### src/rtl/rom_arbiter_if.sv
// Requester-side bus of the ROM read arbiter.
//   req_valid  per-requester read request
//   req_addr   per-requester address, requester i at [i*AW +: AW]
//   req_ready  one-hot grant (combinational on req_valid)
//   rsp_valid  one-hot, single-cycle response strobe
//   rsp_data   read data shared by all requesters
// master: requester side; slave: arbiter side.
interface rom_arbiter_if #(
    parameter int unsigned NREQ = 3,
    parameter int unsigned AW   = 18,
    parameter int unsigned DW   = 24
);
    logic [NREQ-1:0]    req_valid;
    logic [NREQ*AW-1:0] req_addr;
    logic [NREQ-1:0]    req_ready;
    logic [NREQ-1:0]    rsp_valid;
    logic [DW-1:0]      rsp_data;

    modport master (
        output req_valid,
        output req_addr,
        input  req_ready,
        input  rsp_valid,
        input  rsp_data
    );

    modport slave (
        input  req_valid,
        input  req_addr,
        output req_ready,
        output rsp_valid,
        output rsp_data
    );
endinterface

### src/rtl/rom_arbiter.sv
// Round-robin read arbiter sharing one fixed-latency block ROM between NREQ requesters.
// One read accepted per cycle; each in-flight read carries a one-hot tag through a shift
// register aligned with the ROM pipeline so its data returns to the issuing requester.
//   clk       system clock
//   rst_n     synchronous active-low reset
//   bus       requester bus (slave modport): req_valid/req_addr/req_ready/rsp_valid/rsp_data
//   rom_addr  ROM addra, registered on handshake
//   rom_dout  ROM douta, valid RD_LAT cycles after rom_addr is sampled
module rom_arbiter #(
    parameter int unsigned NREQ   = 3,
    parameter int unsigned AW     = 18,
    parameter int unsigned DW     = 24,
    parameter int unsigned RD_LAT = 2
) (
    input  logic          clk,
    input  logic          rst_n,
    rom_arbiter_if.slave  bus,
    output logic [AW-1:0] rom_addr,
    input  logic [DW-1:0] rom_dout
);
    localparam int unsigned PW = (NREQ > 1) ? $clog2(NREQ) : 1;
    // Pointer resets to the last requester so requester 0 is searched first.
    localparam logic [PW-1:0] PTR_RST = PW'(NREQ - 1);

    logic [PW-1:0]   ptr_q;
    logic [PW-1:0]   winner;
    logic            found;
    logic [NREQ-1:0] grant;
    logic [AW-1:0]   win_addr;
    int unsigned     idx;

    // An all-zero tag is a bubble, so the one-hot alone doubles as the valid bit.
    logic [RD_LAT:0][NREQ-1:0] tag_q;
    logic [NREQ-1:0]           rsp_valid_q;
    logic [DW-1:0]             rsp_data_q;
    logic [AW-1:0]             rom_addr_q;

    // Search ptr+1 .. ptr+NREQ (mod NREQ); the first valid requester wins.
    always_comb begin
        found  = 1'b0;
        winner = ptr_q;
        idx    = 0;
        for (int unsigned off = 1; off <= NREQ; off++) begin
            idx = (32'(ptr_q) + off) % NREQ;
            if (!found && bus.req_valid[idx]) begin
                found  = 1'b1;
                winner = PW'(idx);
            end
        end
        grant = '0;
        if (found) begin
            grant[winner] = 1'b1;
        end
        win_addr = bus.req_addr[32'(winner) * AW +: AW];
    end

    always_ff @(posedge clk) begin
        if (!rst_n) begin
            ptr_q       <= PTR_RST;
            rom_addr_q  <= '0;
            tag_q       <= '0;
            rsp_valid_q <= '0;
            rsp_data_q  <= '0;
        end else begin
            if (found) begin
                ptr_q      <= winner;
                rom_addr_q <= win_addr;
            end
            // Tag stage RD_LAT lines up with rom_dout for the read it describes.
            tag_q       <= {tag_q[RD_LAT-1:0], grant};
            rsp_valid_q <= tag_q[RD_LAT];
            if (|tag_q[RD_LAT]) begin
                rsp_data_q <= rom_dout;
            end
        end
    end

    assign bus.req_ready = grant;
    assign bus.rsp_valid = rsp_valid_q;
    assign bus.rsp_data  = rsp_data_q;
    assign rom_addr      = rom_addr_q;
endmodule

### src/flat_wrapper.sv
// flat-port wrapper written by rule: the top's interface ports become plain ports
module rom_arbiter_flat 
#(
    parameter int unsigned NREQ   = 3,
    parameter int unsigned AW     = 18,
    parameter int unsigned DW     = 24,
    parameter int unsigned RD_LAT = 2
)
  (clk, rst_n, rom_addr, rom_dout, bus_req_valid, bus_req_addr, bus_req_ready, bus_rsp_valid, bus_rsp_data);
  rom_arbiter_if #(.NREQ(NREQ), .AW(AW), .DW(DW)) bus_i ();
  input  logic clk;
  input  logic rst_n;
  output logic [AW-1:0] rom_addr;
  input  logic [DW-1:0] rom_dout;
  input wire logic [$bits(bus_i.req_valid)-1:0] bus_req_valid;
  input wire logic [$bits(bus_i.req_addr)-1:0] bus_req_addr;
  output wire logic [$bits(bus_i.req_ready)-1:0] bus_req_ready;
  output wire logic [$bits(bus_i.rsp_valid)-1:0] bus_rsp_valid;
  output wire logic [$bits(bus_i.rsp_data)-1:0] bus_rsp_data;
  assign bus_i.req_valid = bus_req_valid;
  assign bus_i.req_addr = bus_req_addr;
  assign bus_req_ready = bus_i.req_ready;
  assign bus_rsp_valid = bus_i.rsp_valid;
  assign bus_rsp_data = bus_i.rsp_data;
  rom_arbiter #(.NREQ(NREQ), .AW(AW), .DW(DW), .RD_LAT(RD_LAT)) u_core (.clk(clk), .rst_n(rst_n), .bus(bus_i), .rom_addr(rom_addr), .rom_dout(rom_dout));
endmodule
### config.mk
export PLATFORM = sky130hd
export DESIGN_NAME = rom_arbiter_flat
export DESIGN_NICKNAME = d
export VERILOG_FILES = /design/src/rtl/rom_arbiter_if.sv /design/src/rtl/rom_arbiter.sv /design/src/flat_wrapper.sv
export SDC_FILE = /design/constraint.sdc
export NUM_CORES = 1
export LEC_CHECK = 0
export CAP_MARGIN = 20
export CORE_UTILIZATION = 41
export CTS_BUF_LIST = sky130_fd_sc_hd__clkbuf_4 sky130_fd_sc_hd__clkbuf_8
export DETAILED_ROUTE_END_ITERATION = 10
export HOLD_SLACK_MARGIN = 0.03
export PLACE_DENSITY = 0.83
export REMOVE_ABC_BUFFERS = 1
export SYNTH_ARGS = -nofsm -noshare
export SYNTH_HDL_FRONTEND = slang
export SYNTH_SLANG_ARGS = --single-unit
### constraint.sdc
create_clock -name clk -period 3.1 [get_ports clk]
set_input_delay 0.775 -clock clk [delete_from_list [all_inputs] [get_ports clk]]
set_output_delay 0.775 -clock clk [all_outputs]
set_load 0.03 [all_outputs]
==> run_results.csv, run 1 <==
group,metric,value,unit
run_status,status,"finished clean",
power_and_ir_drop,internal_power,2.410,mW
worst_setup_path,worstSetupPathType,"input port to output pin",
logic_synthesis,synth_cells,274,
sta,worst_slew_pin_slew,809.1,ps
run,drv_cap,0,
sta,fin_crit,3026,ps
floorplan,die_w,81.50,um
drt,wl_met2,3483,um
drt,wl_met1,2717,um
grt,grt_pass1_vias,2364,
floorplan,core_area,6026,um2
sta,min_period_over_period,97.60,%
logic_synthesis,ys_types,39,
power_and_ir_drop,power_frac_seq,23.8,%
place,placed_cell_area,4101,um2
clock_network,clk_pin_slew,90,ps
logic_synthesis,yosysTopAreaCell,"dfxtp_1",
clock_network,ctsHoldBuffers,0,
clock_network,cts_buffer_depth,2,
grt,track_usage,21.30,%
clock_network,clock-sinks,56,
clock_network,cts_tree,"done",
cells_and_area,multi_input_area,1428,um2
cells_and_area,num_antenna_cells,0,
place,dp_hpwl,5237,um
worst_setup_path,arrival,2250,ps
logic_synthesis,yosysTopAreaCellShare,43.26,%
grt,grt_start_max_net_pins,27,
cells_and_area,finalNonFillerCells,496,
cells_and_area,drive_gt1_share,18.29,%
clock_network,htreeDepth,2,
logic_synthesis,ys_seq_elements,56,
floorplan,die_h,81.50,um
sta,slew_viol_final,0,
power_and_ir_drop,combPwrFrac,66.0,%
drt,routed.top_layer,"met4",
power_and_ir_drop,power.share.clock,10.2,%
worst_setup_path,startpoint_type,"input port",
clock_network,post_cts_buffers,0,
drt,drtPass1Iterations,4,
grt,grt_overflow,0,
cells_and_area,fillCellCount,462,
cells_and_area,fin_nets,507,
power_and_ir_drop,power-per-cell-area,942.5,nW/um2
clock_network,tritoncts.num_buffers,5,
drt,via_count,2524,
sta,skew,4.484,ps
sta,slew_headroom,45.77,%
drt,drtIter0Drc,150,
place,dp.cells,488,
power_and_ir_drop,swShare,40.13,%
cells_and_area,syn_to_final_growth,64.85,%
floorplan,die-area,6642,um2
worst_setup_path,cp.required,2320,ps
drt,antenna_left,0,
clock_network,root_buffer,"clkbuf_8",
power_and_ir_drop,p_leak,1.696,nW
place,portBuffers,130,
worst_setup_path,critPathCaptureType,"output pin",
worst_setup_path,crit_fanout,5,
logic_synthesis,synth_ff_type,"dfxtp_1",
sta,hold_viol,0,
cells_and_area,register_area,1122,um2
sta,fmax,330.5,MHz
logic_synthesis,yosysSeqAreaShare,43.26,%
floorplan,rows,28,
logic_synthesis,syn_area_per_cell,9.457,um2
power_and_ir_drop,switching_power,1.616,mW
drt,viasPerCell,5.089,
sta,rsz0062_at_grt,"false",
place,preCtsSetupSlack,-602.7,ps
logic_synthesis,synth_most_common_cell,"dfxtp_1",
floorplan,io_pins,131,
sta,holdWs,437.7,ps
logic_synthesis,synthTopCellsByArea,"dfxtp_1 43%, mux2_4 10%, nand2_1 7.8%, a221o_1 7.3%, and2_1 7.2%",
min_path,hp-class,"register to register",
drt,wl,6984,um
grt,antenna_found_initial,0,
power_and_ir_drop,ir_drop,0.7460,mV
drt,drc,0,
clock_network,clk_latency,300,ps
logic_synthesis,synth_common_cells,"56 x dfxtp_1, 54 x nand2_1, 31 x a21oi_1",
logic_synthesis,syn_area,2591,um2
sta,setup_viol,0,
logic_synthesis,synthArstFlopShare,0,%
logic_synthesis,synth_edf_count,0,
drt,wl_met3,685,um
place,routabilityCongestion,1.058,
grt,grt_pass1_wl,10750,um
sta,fin_ws,74.40,ps
logic_synthesis,ys.warnings.count,0,
drt,wl_per_cell,14.08,um
cells_and_area,final_cell_area,4272,um2
floorplan,initial_core_util,43.00,%
## path summary, 6_finish.rpt
path | startpoint | to | slack, ps | depth (start not counted)
max | bus_req_valid[1] | bus_req_ready[1] | 70 | 8
min | u_core.tag_q[1] | u_core.tag_q[4] | 440 | 1
max reg2reg | u_core.ptr_q[0] | u_core.rom_addr[8] | 440 | 10
min reg2reg | u_core.tag_q[1] | u_core.tag_q[4] | 440 | 1
## flip-flops by register name, indices dropped and copies added, names as in the netlist
signal and count:
u_core.bus.rsp_data 24, u_core.bus.rsp_valid 3, u_core.ptr_q 2, u_core.rom_addr 18, u_core.tag_q 9
## through the flow
| step | setup TNS [ps] | power [mW] | utilization, % |
|---|---|---|---|
| floorplan | -10480 | 2.564 | - |
| finish | 0 | 4.026 | 70.89 |
| global route | 0 | 4.260 | 70.89 |
| detailed placement | -2230 | 3.500 | 68.06 |
| CTS | 0 | 3.976 | 70.20 |
| global placement | -1125 | 3.459 | 68.06 |
## power groups by stage
| stage | Sequential [mW] | Clock, mW | Combinational (mW) |
|---|---|---|---|
| after floorplan | 1.20 | 0 | 1.36 |
| after global placement | 0.967 | 0 | 2.49 |
| after detailed placement | 0.971 | 0 | 2.53 |
| after CTS | 0.960 | 0.425 | 2.59 |
| after global routing | 0.980 | 0.457 | 2.82 |
| final | 0.960 | 0.410 | 2.66 |
## per-layer routing
layer	up-vias	track usage, %
met1	1139	23.82
met5	-	0
li1	1244	-
met4	0	6.250
met3	12	7.333
met2	129	37.83
## layout by cell type, fill, tap and decap left out, drive strengths merged, types with 4 or more instances in the layout
cell type	instances
clkdlybuf4s50	124
dfxtp	56
nand2	54
a21oi	32
and2	30
buf	29
a221o	19
mux2	18
clkbuf	7
inv	7
o21ai	5
ha	4
## area by class of cell
class / count / share of cell area (%)
Timing Repair Buffer: 156 / 35.21
Multi-Input combinational cell: 194 / 33.42
Sequential cell: 56 / 26.27
Tap cell: 75 / 2.197
Clock buffer: 7 / 2.109
Inverter: 7 / 0.6151
Clock inverter: 1 / 0.1757
## repair_timing
| item | in CTS | in global routing |
|---|---|---|
| endpoints found under the setup margin | 3 | 3 |
| endpoints found under the hold margin | 0 | 0 |
| resized for setup | 18 | 12 |
| pin swaps | 2 | 2 |
## critical path: stages
cell and delay (ps):
clkdlybuf4s15_1 250, buf_4 190, and3_1 190, o32ai_2 290, a21oi_2 120, buf_4 140, nor2b_1 120, buf_4 170
## logic make-up (layout without fill, tap and decap cells)
logic type	count (synthesis)	in the layout	synth area share [%]
simple gates	103	103	20.18
compound gates	66	66	18.06
flops	56	56	43.26
buf+inv	24	171	4.828
mux	21	21	11.73
fa+ha+maj	4	4	1.932
No activity file was read; power rests on OpenSTA's default activity.
==> run 2, diff against run 1 <==
- REMOVE_ABC_BUFFERS: 1 -> default
==> run 2 against run 1 <==
  * Critical path depth unchanged
  * Routed wire length down 2.0%
  * Worst setup slack worse by 15 ps
  * Clock skew up 4.4 ps
  * Combinational power down 2%
  * Total power down 0.63%
  * Clock power down 1%
  * Global-route usage up 0.20 points
  * Critical endpoint is now bus_req_ready[0]
  * Largest cell class unchanged
==> run_results.csv, run 2 (same netlist as run 1, synthesis figures left out) <==
group,metric,value,unit
sta,fin_ws,59.09,ps
min_path,hp-class,"register to register",
worst_setup_path,cp.required,2320,ps
sta,fmax,328.8,MHz
clock_network,clk_pin_slew,100,ps
sta,fin_crit,3041,ps
sta,hold_viol,0,
cells_and_area,drive_gt1_share,16.67,%
power_and_ir_drop,ir_drop,0.5880,mV
grt,track_usage,21.50,%
logic_synthesis,syn_nets,361,
drt,wl,6843,um
place,portBuffers,130,
place,dp.cells,480,
drt,wl_per_cell,13.99,um
worst_setup_path,ff2ff_setup_slack,440,ps
cells_and_area,final_cell_mix,"124 x clkdlybuf4s50_1, 54 x nand2_1, 54 x dfxtp_1",
floorplan,io_pins,131,
worst_setup_path,critPathCaptureType,"output pin",
run,drv_cap,0,
drt,drtPass1Iterations,4,
cells_and_area,final_util,70.25,%
sta,slew_viol_final,0,
worst_setup_path,arrival,2270,ps
clock_network,clk_latency,320,ps
clock_network,ctsHoldBuffers,0,
sta,skew,8.881,ps
grt,grt_pass1_vias,2491,
worst_setup_path,worstSetupPathType,"input port to output pin",
floorplan,die_w,81.50,um
power_and_ir_drop,power.share.clock,10.1,%
drt,drtIter0Drc,72,
clock_network,tritoncts.num_buffers,5,
worst_setup_path,startpoint_type,"input port",
power_and_ir_drop,power-per-cell-area,945.1,nW/um2
power_and_ir_drop,switching_power,1.623,mW
cells_and_area,final_common_cell,"clkdlybuf4s50_1",
drt,viasPerCell,5.162,
drt,drc,0,
drt,antenna_left,0,
grt,grt_start_max_net_pins,27,
place,preCtsSetupSlack,-234.3,ps
sta,slew_headroom,39.90,%
cells_and_area,final_cell_area,4233,um2
clock_network,cts_buffer_depth,2,
clock_network,root_buffer,"clkbuf_8",
sta,holdWs,443.0,ps
cells_and_area,fin_nets,500,
place,routabilityCongestion,0.9414,
floorplan,initial_core_util,43.00,%
sta,fin_setup_tns,0,ps
floorplan,rows,28,
cells_and_area,finalNonFillerCells,489,
clock_network,cts_tree,"done",
clock_network,clock-sinks,56,
place,placed_cell_area,4051,um2
sta,worst_slew_pin_slew,896.6,ps
floorplan,die_h,81.50,um
power_and_ir_drop,power_frac_seq,24.3,%
power_and_ir_drop,combPwrFrac,65.6,%
sta,setup_viol,0,
grt,grt_pass1_wl,10880,um
place,dp_hpwl,5076,um
power_and_ir_drop,swShare,40.58,%
power_and_ir_drop,p_leak,1.662,nW
floorplan,core_area,6026,um2
clock_network,htreeDepth,2,
cells_and_area,num_antenna_cells,0,
floorplan,die-area,6642,um2
cells_and_area,syn_to_final_growth,63.35,%
power_and_ir_drop,finalPower,4.001,mW
run_status,status,"finished clean",
grt,grt_overflow,0,
drt,via_count,2524,
power_and_ir_drop,internal_power,2.377,mW
cells_and_area,largest_reg_flops,24,
grt,antenna_found_initial,0,
sta,min_period_over_period,98.09,%
worst_setup_path,crit_fanout,5,
[run 2: per-layer routing]
metal	GRT usage, %	share of wire (%)
met2	37.50	46
met3	8.000	11
met4	10.71	3.0
met1	22.57	39
met5	0	0
[run 2: critical path, stage by stage]
cell and delay [ps]:
clkdlybuf4s15_1 310, nand2b_1 150, a22o_1 260, nor3b_2 160
o21ai_1 180, o21ai_1 110, and2_1 180, buf_6 140
[run 2: what timing repair did]
item / CTS / global route
endpoints found under the setup margin: 3 / 3
gates resized for setup: 13 / 13
setup buffers: 1 / 0
pin swaps: 4 / 1
[run 2: area by class of cell]
cell class	instances	area [um2]
Clock buffer	5	68.82
Clock inverter	3	21.27
Fill cell	465	1793
Inverter	7	26.28
Multi-Input combinational cell	194	1430
Sequential cell	56	1126
Tap cell	75	93.84
Timing Repair Buffer	149	1466
[run 2: path summary, 6_finish.rpt]
check / depth (start not counted) / end / startpoint
max: 8 / bus_req_ready[0] / bus_req_valid[0]
min: 1 / u_core.tag_q[3] / u_core.tag_q[0]
max reg2reg: 9 / u_core.rom_addr[0] / u_core.ptr_q[0]
min reg2reg: 1 / u_core.tag_q[3] / u_core.tag_q[0]
[run 2: power groups by stage]
stage / clock, mW / combinational (mW) / sequential [mW]
CTS: 0.419 / 2.56 / 0.962
floorplan: 0 / 1.46 / 1.20
finish: 0.404 / 2.62 / 0.974
global route: 0.444 / 2.81 / 0.992
global placement: 0 / 2.44 / 0.970
detailed placement: 0 / 2.48 / 0.975
==> edit (flow settings as in run 2) <==
Make the reset (`rst_n`) asynchronous in one clocked block. Comments in the files are not updated.
--- a/src/rtl/rom_arbiter.sv
+++ b/src/rtl/rom_arbiter.sv
@@ -56,3 +56,3 @@
 
-    always_ff @(posedge clk) begin
+    always_ff @(posedge clk or negedge rst_n) begin
         if (!rst_n) begin
Formal check against the unedited RTL: differs if rst_n is asserted again (counterexample within 4 cycles, from zero or initial values and one cycle with rst_n low); with rst_n held inactive, the same outputs for 4 cycles.
==> edit against run 2 <==
  * The flow now finishes with violations (setup timing)
  * Cell area shrank 2.3%
  * Critical path type is now flip-flop to output pin
  * Die area down 5.2%
  * Clock skew down 0.0036 ns
  * Routed wire length is 9.1% lower
  * Worst setup slack lost 0.27 ns
  * Via count down 17%
  * Highest routed layer unchanged
  * Power up 32%
  * Area after synthesis down 5.3%
  * Sequential cell count unchanged
==> edit: results (changes against run 2) <==
Yosys
  • Top post-synthesis cells by area: dfrtp_1 56%, mux2_2 11%, mux2i_1 8.2%, a22oi_1 5.5%, o21ai_1 3.9% (was dfxtp_1 43%, mux2_4 10%, nand2_1 7.8%, a221o_1 7.3%, and2_1 7.2%)
  • Asr flop ratio synth: 1.00 (was 0)
  • Synth top cells by count: 55 x dfrtp_1, 24 x mux2_2, 20 x mux2i_1, 19 x o21ai_1, 18 x a22oi_1 (was 56 x dfxtp_1, 54 x nand2_1, 31 x a21oi_1, 30 x and2_1, 19 x a221o_1)
  • Complex-gate fraction of the synthesized area: 0.140 (was 0.181)
  • Cells after Synth: 190 (was 274)
  • Sequential cell area fraction in the yosys report: 0.572 (was 0.433)
  • Mux cell area share after synthesis: 0.198 (was 0.117)

Worst setup path
  • Reg2reg end: u_core.rom_addr[1]$_DFFE_PN0P_ (was u_core.rom_addr[0]$_SDFFE_PN0P_)
  • Critical path's largest stage delay: 0.60 ns (was 0.31 ns)
  • CP max stage cell: dfstp_2 (was clkdlybuf4s15_1)
  • CP Max Fanout: 4 (was 5)
  • Delay-heaviest family, CP: simple AND/OR/NAND/NOR gates (was compound AO/OA/AOI/OAI gates)
  • Worst Path Arrival: 2.53 ns (was 2.27 ns)
  • Flop2flop setup slack: 0.47 ns (was 0.44 ns)

GRT
  • GR Util All Layers: 0.202 (was 0.215)
  • Global-route wire length before repair: 9760 µm (was 10900 µm)
  • Number of global-route vias before repair: 2110 (was 2491)
  • Largest net degree at the start of global routing: 57 (was 27)

Place
  • Placer Congestion: 0.847 (was 0.941)
  • Placed Cells incl. Taps: 402 (was 480)
  • Detailed Place HPWL: 4640 µm (was 5080 µm)
  • Place WS: -0.381 ns (was -0.234 ns)

Min path
  • Worst min-delay path startpoint: u_core.tag_q[2]$_DFF_PN0_ (was u_core.tag_q[0]$_SDFF_PN0_)
  • Hold EP: u_core.tag_q[5]$_DFF_PN0_ (was u_core.tag_q[3]$_SDFF_PN0_)

STA
  • Setup violators final: 2 (was 0)
  • Relative slew slack: 0.549 (was 0.399)
  • Post-route setup slack: -0.209 ns (was 0.0591 ns)

Layout
  • Non-Filler Instances: 416 (was 489)
  • # nets final: 430 (was 500)
  • Ratio of cells with drive above 1 in the final layout: 0.218 (was 0.167)

Clock tree
  • Skew-Pair Late Insertion Delay: 0.30 ns (was 0.32 ns)

Route
  • Met1 WL: 2520 µm (was 2690 µm)
  • Drt first-iter violations: 67 (was 72)

Power and ir drop
  • Seq pwr: 1.29 mW (was 0.974 mW)
  • Clk. pwr: 0.482 mW (was 0.404 mW)
  • Leak: 1.77 nW (was 1.66 nW)

Outcome
  • Failing checks: setup timing
  • Status: complete, but fails checks (was finished clean)
==> edit: changes by cell type after synthesis, moves of 19 or more <==
cell | before | now
dfrtp_1 | 0 | 55
nand2_1 | 54 | 5
a221o_1 | 19 | 0
dfxtp_1 | 56 | 0
a21oi_1 | 31 | 3
mux2_2 | 0 | 24
and2_1 | 30 | 1
==> edit: final cells by class <==
cell class | count | area [µm²]
fill | 411 | 1510
clock buffer | 6 | 76.3
tap | 72 | 90.1
sequential | 56 | 1400
inverter | 4 | 15.0
multi-input combinational | 119 | 1020
clock inverter | 2 | 38.8
timing repair buffer | 157 | 1500
==> edit: per-layer routing <==
| layer | track usage | up-vias |
|---|---|---|
| met4 | 0.0582 | 0 |
| met2 | 0.354 | 95 |
| met1 | 0.244 | 1002 |
| met3 | 0.0529 | 9 |
| met5 | 0 | - |
| li1 | - | 998 |
